--- src/rtl/sobel_gradient_engine.sv ---
// rtl/sobel_gradient_engine.sv - multi-cycle 3x3 Sobel gradient, magnitude, direction and edge flag
module sobel_gradient_engine #(
    parameter int PIX_W    = 24,
    parameter int OUT_W    = PIX_W + 3,
    parameter int MAG_MODE = 0
) (
    input  logic                    Clock,
    input  logic                    reset,
    input  logic                    Enable,
    input  logic [9*PIX_W-1:0]      A,
    input  logic [OUT_W-1:0]        THR,
    output logic signed [PIX_W+2:0] GX,
    output logic signed [PIX_W+2:0] GY,
    output logic [OUT_W-1:0]        GM,
    output logic [1:0]              DIR,
    output logic                    EDGE,
    output logic                    busy,
    output logic                    done
);

    localparam int MW = PIX_W + 3;                  // signed gradient / raw magnitude width
    localparam int AW = PIX_W + 2;                  // absolute gradient width
    localparam int DW = PIX_W + 5;                  // holds 5*|G| for the sector test
    localparam int CW = (OUT_W > MW) ? OUT_W : MW;  // common width for the saturation compare

    typedef enum logic [2:0] {
        IDLE, ROW0, ROW1, ROW2, ABS, MAG, DONE
    } state_t;

    state_t state, next_state;

    logic [9*PIX_W-1:0]   win;
    logic [OUT_W-1:0]     thr_q;
    logic signed [MW-1:0] acc_gx, acc_gy;
    logic [AW-1:0]        abs_gx, abs_gy;
    logic                 sgn_gx, sgn_gy;

    logic [1:0]           row_idx;
    logic [PIX_W-1:0]     p_l, p_m, p_r;
    logic signed [MW-1:0] pl_s, pm_s, pr_s, diff, rsum, term_gx, term_gy;

    logic [AW-1:0]        mag_max, mag_min;
    logic [MW-1:0]        mag_raw;
    logic [CW-1:0]        mag_ext, sat_max;
    logic [OUT_W-1:0]     gm_sat;
    logic [DW-1:0]        five_x, five_y, two_x, two_y;
    logic [1:0]           dir_c;

    // State register; reset overrides everything and aborts any computation
    always_ff @(posedge Clock) begin
        if (reset) state <= IDLE;
        else       state <= next_state;
    end

    // Fixed walk ROW0..MAG once started; DONE holds while Enable stays high
    always_comb begin
        next_state = state;
        case (state)
            IDLE:    if (Enable) next_state = ROW0;
            ROW0:    next_state = ROW1;
            ROW1:    next_state = ROW2;
            ROW2:    next_state = ABS;
            ABS:     next_state = MAG;
            MAG:     next_state = DONE;
            DONE:    if (!Enable) next_state = IDLE;
            default: next_state = IDLE;
        endcase
    end

    assign busy = (state != IDLE);
    assign done = (state == DONE);

    // Weighted contribution of the current window row to Gx and Gy
    always_comb begin
        row_idx = 2'd0;
        case (state)
            ROW1:    row_idx = 2'd1;
            ROW2:    row_idx = 2'd2;
            default: row_idx = 2'd0;
        endcase
        p_l  = win[(int'(row_idx) * 3 + 0) * PIX_W +: PIX_W];
        p_m  = win[(int'(row_idx) * 3 + 1) * PIX_W +: PIX_W];
        p_r  = win[(int'(row_idx) * 3 + 2) * PIX_W +: PIX_W];
        pl_s = signed'({3'b000, p_l});
        pm_s = signed'({3'b000, p_m});
        pr_s = signed'({3'b000, p_r});
        diff = pr_s - pl_s;
        rsum = pl_s + (pm_s <<< 1) + pr_s;
        term_gx = (row_idx == 2'd1) ? (diff <<< 1) : diff;
        if (state == ROW0)      term_gy = -rsum;
        else if (state == ROW2) term_gy = rsum;
        else                    term_gy = '0;
    end

    // Magnitude per mode, saturated to OUT_W, plus the quantised direction sector
    always_comb begin
        mag_max = (abs_gx >= abs_gy) ? abs_gx : abs_gy;
        mag_min = (abs_gx >= abs_gy) ? abs_gy : abs_gx;
        if (MAG_MODE == 0) mag_raw = MW'(abs_gx) + MW'(abs_gy);
        else               mag_raw = MW'(mag_max) + MW'(mag_min >> 1);
        mag_ext = CW'(mag_raw);
        sat_max = CW'({OUT_W{1'b1}});
        gm_sat  = OUT_W'((mag_ext > sat_max) ? sat_max : mag_ext);

        five_x = (DW'(abs_gx) << 2) + DW'(abs_gx);
        five_y = (DW'(abs_gy) << 2) + DW'(abs_gy);
        two_x  = DW'(abs_gx) << 1;
        two_y  = DW'(abs_gy) << 1;
        if (five_y <= two_x)       dir_c = 2'd0;
        else if (five_x <= two_y)  dir_c = 2'd2;
        else if (sgn_gx == sgn_gy) dir_c = 2'd1;
        else                       dir_c = 2'd3;
    end

    // Datapath: latch window, accumulate rows, take magnitudes, register results
    always_ff @(posedge Clock) begin
        if (reset) begin
            win    <= '0;
            thr_q  <= '0;
            acc_gx <= '0;
            acc_gy <= '0;
            abs_gx <= '0;
            abs_gy <= '0;
            sgn_gx <= 1'b0;
            sgn_gy <= 1'b0;
            GX     <= '0;
            GY     <= '0;
            GM     <= '0;
            DIR    <= 2'd0;
            EDGE   <= 1'b0;
        end else begin
            case (state)
                IDLE: begin
                    if (Enable) begin
                        win    <= A;
                        thr_q  <= THR;
                        acc_gx <= '0;
                        acc_gy <= '0;
                    end
                end
                ROW0, ROW1, ROW2: begin
                    acc_gx <= acc_gx + term_gx;
                    acc_gy <= acc_gy + term_gy;
                end
                ABS: begin
                    abs_gx <= AW'(acc_gx[MW-1] ? -acc_gx : acc_gx);
                    abs_gy <= AW'(acc_gy[MW-1] ? -acc_gy : acc_gy);
                    sgn_gx <= acc_gx[MW-1];
                    sgn_gy <= acc_gy[MW-1];
                end
                MAG: begin
                    GX   <= acc_gx;
                    GY   <= acc_gy;
                    GM   <= gm_sat;
                    DIR  <= dir_c;
                    EDGE <= (gm_sat >= thr_q);
                end
                default: ;
            endcase
        end
    end

endmodule

--- config.mk ---
export PLATFORM = sky130hd
export DESIGN_NAME = sobel_gradient_engine
export DESIGN_NICKNAME = d
export VERILOG_FILES = /design/src/rtl/sobel_gradient_engine.sv
export SDC_FILE = /design/constraint.sdc
export NUM_CORES = 2
export LEC_CHECK = 0
export CAP_MARGIN = 20
export CORE_ASPECT_RATIO = 0.9
export CORE_UTILIZATION = 55
export CTS_CLUSTER_DIAMETER = 120
export DETAILED_ROUTE_END_ITERATION = 16
export PLACE_DENSITY_LB_ADDON = 0.1
export SLEW_MARGIN = 20
export SYNTH_ARGS = -nofsm -noshare
export SYNTH_HDL_FRONTEND = slang
export SYNTH_SLANG_ARGS = --single-unit
--- constraint.sdc ---
create_clock -name Clock -period 23.9 [get_ports Clock]
set_input_delay 3.585 -clock Clock [delete_from_list [all_inputs] [get_ports Clock]]
set_output_delay 3.585 -clock Clock [all_outputs]
set_load 0.03 [all_outputs]
==> impl_metrics.json <==
{
  "clkPwrFrac": 0.298,
  "setup_viol": 0,
  "finalWirelength_mm": 120,
  "fp-row-count": 83,
  "critPathLaunchType": "flop",
  "ys_dominant_reg_cell": "dfxtp_1",
  "die-area_um2": 59500,
  "synthToLayoutAreaGrowth_pct": 16.0,
  "cts_max_level": 2,
  "pwr-share-comb": 0.354,
  "die_y_um": 232,
  "synth_edf_count": 0,
  "synth_top_area_frac": 0.272,
  "cts_made_buffers": 46,
  "gp_congestion": 1.10,
  "max_freq_mhz": 90.2,
  "ant_nets": 0,
  "timing_hold_violations_final": 0,
  "p_int_w": 0.00155,
  "route.detailed.drc": 0,
  "relSlewSlack": 0.214,
  "powerDensity_nw_per_um2": 65.8,
  "hold_buffers": 0,
  "grt_usage": 0.389,
  "cts-root-buf": "clkbuf_16",
  "wl_per_cell_um": 22.4,
  "cts-resized-gates": 0,
  "ys_seq_area_frac": 0.272,
  "grt_pass1_vias": 29400,
  "synth_cell_type_count": 88,
  "dp_hpwl_mm": 92.8,
  "async_reset_ff_frac": 0,
  "tritoncts": "built",
  "final_layout_size_suffix_gt1_frac": 0.0473,
  "final_common_cell": "nand2_1",
  "seq_power_share": 0.348,
  "clk_path_buf_depth": 3,
  "vias": 32700,
  "final_cell_mix": "nand2_1 (961), a21oi_1 (572), dfxtp_1 (438), clkdlybuf4s50_1 (330), nor2_1 (271)",
  "die_width_um": 257,
  "required_ns": 24.39,
  "nets": 5068,
  "arrival_ns": 11.57,
  "grt.overflow.total": 0,
  "fill_cells": 5203,
  "min_period_ns": 11.09,
  "place_area_um2": 35800,
  "multi_input_area_um2": 21800,
  "first_pass_iters": 6,
  "clkSinkCount": 438,
  "synthTopCellsByArea": "dfxtp_1 (27%), nand2_1 (11%), ha_1 (10%)",
  "syn_area_per_cell_um2": 7.36,
  "via_per_inst": 6.14,
  "clkLatencyLatePin_ns": 0.59,
  "start_util": 0.561,
  "worstSetupPathType": "flop to flop",
  "tightest_slew_ns": 1.17,
  "synth_warnings": 0,
  "ys_ff_latch": 438,
  "fin_area_um2": 37300,
  "skew_ns": 0.0174,
  "tns_ns": 0,
  "crit_fanout": 66,
  "core_area_um2": 57400,
  "p_leak_nw": 15.4,
  "ios": 332,
  "worst_slack_ns": 12.81,
  "io_buffers": 331,
  "rsz0062_at_grt": "false",
  "hold_class": "flop to flop",
  "power.switching_w": 0.000909,
  "finalCritPeriodShare": 0.464,
  "crit_top_cell": "o21ai_0",
  "area.sequential_um2": 8770,
  "status": "complete, no violations",
  "post_cts_buffers": 0,
  "endpoint_kind": "flop",
  "netlist_area_um2": 32200,
  "synth_top_area_cell": "dfxtp_1",
  "clk_pin_slew_ns": 0.06,
  "syn_inst": 4371,
  "max-vdd-ir-drop_mv": 0.0614,
  "slew_violations": 0,
  "place_ws_ns": 12.99,
  "slowest_delay_ns": 0.69,
  "grt_pass1_wl_mm": 178,
  "grt_max_degree": 102,
  "grt_antenna_before_repair": 1,
  "swShare": 0.370,
  "maxCapViolations": 0,
  "crit_slowest_cell": "buf_4",
  "holdWs_ns": 0.454,
  "drt_iter0_drc": 4189,
  "postSynthNetCount": 4910
}
## logic make-up after synthesis
kind of cell	Yosys count	synth area share
flops	438	0.272
compound gates	1239	0.233
mux	101	0.0461
simple gates	1646	0.221
xor+xnor	198	0.0539
buf+inv	456	0.0534
fa+ha+maj	293	0.121
## stage by stage
stage	std cells	utilization	total power [W]
3_3_place_gp	5246	0.624	0.00171
6_report	5332	0.650	0.00246
3_5_place_dp	5246	0.624	0.00171
4_1_cts	5331	0.650	0.00244
5_1_grt	5331	0.650	0.00258
2_1_floorplan	4371	-	0.00146
## cell type report
type                    count  area share
repair buffers            363      0.0953
multi-input cells        3477       0.583
inverters                 203      0.0204
diodes                      1   0.0000670
clock inverters            18     0.00506
clock buffers              67      0.0359
flip-flops and latches    438       0.235
well taps                 765      0.0256
## critical path, delay by kind of cell (launching register included)
kind | cells | cell delay (ns)
buf+inv | 5 | 2.14
compound gates | 12 | 2.53
xor+xnor | 3 | 0.61
flops | 1 | 0.44
simple gates | 9 | 2.81
fa+ha+maj | 5 | 1.78
mux | 2 | 0.57
## cells in the mapped netlist (8+ instances only)
| cell | count |
|---|---|
| and2_1 | 17 |
| mux2_2 | 19 |
| o31ai_1 | 34 |
| mux2i_1 | 46 |
| nand2b_1 | 32 |
| nor2_1 | 274 |
| inv_1 | 202 |
| o21ai_0 | 191 |
| o22a_1 | 8 |
| nor3_1 | 66 |
| o21a_1 | 35 |
| or3_1 | 35 |
| clkbuf_1 | 233 |
| a211oi_1 | 77 |
| o41ai_1 | 9 |
| a21o_1 | 90 |
| fa_1 | 30 |
| and4_1 | 10 |
| o21bai_1 | 21 |
| mux4_2 | 36 |
| ha_1 | 263 |
| nor4_1 | 13 |
| a2111oi_0 | 8 |
| or2_2 | 21 |
| buf_1 | 15 |
| xor2_1 | 92 |
| nor2b_1 | 35 |
| and3_1 | 21 |
| o211ai_1 | 22 |
| o221ai_1 | 8 |
| a31oi_1 | 49 |
| dfxtp_1 | 438 |
| a211o_1 | 11 |
| nand2_1 | 962 |
| nand4_1 | 28 |
| a21oi_1 | 572 |
| o21ai_1 | 8 |
| xnor2_1 | 106 |
| nand3_1 | 99 |
| o22ai_1 | 29 |
## flip-flops by register name, summed over array words and instances, names as in the netlist
register,count
abs_gx,26
acc_gx,27
win,216
sgn_gx,1
GX,27
sgn_gy,1
acc_gy,27
thr_q,27
GY,27
state,3
GM,27
EDGE,1
abs_gy,26
DIR,2
## final timing paths
check	from	endpoint	slack, ns	cells past startpoint
setup / recovery	state[2]	acc_gy[26]	12.81	36
hold / removal	GX[25]	GX[25]	0.45	2
setup reg to reg	state[2]	acc_gy[26]	12.81	36
hold reg to reg	GX[25]	GX[25]	0.45	2
## layer usage
layer / track usage / routed length (um) / vias to the layer above
li1: - / - / 15600
met1: 0.571 / 52700 / 15400
met2: 0.557 / 48600 / 1636
met3: 0.117 / 16200 / 168
met4: 0.0729 / 2190 / 0
met5: 0 / 0 / -
## power by group through the flow
stage          registers, W  clock network (W)  logic (W)
2_1_floorplan      0.000820                  0   0.000644
3_3_place_gp       0.000863                  0   0.000843
3_5_place_dp       0.000863                  0   0.000849
4_1_cts            0.000847           0.000734   0.000855
5_1_grt            0.000854           0.000765   0.000962
6_report           0.000854           0.000734   0.000870
(Power assumes the default switching activity.)
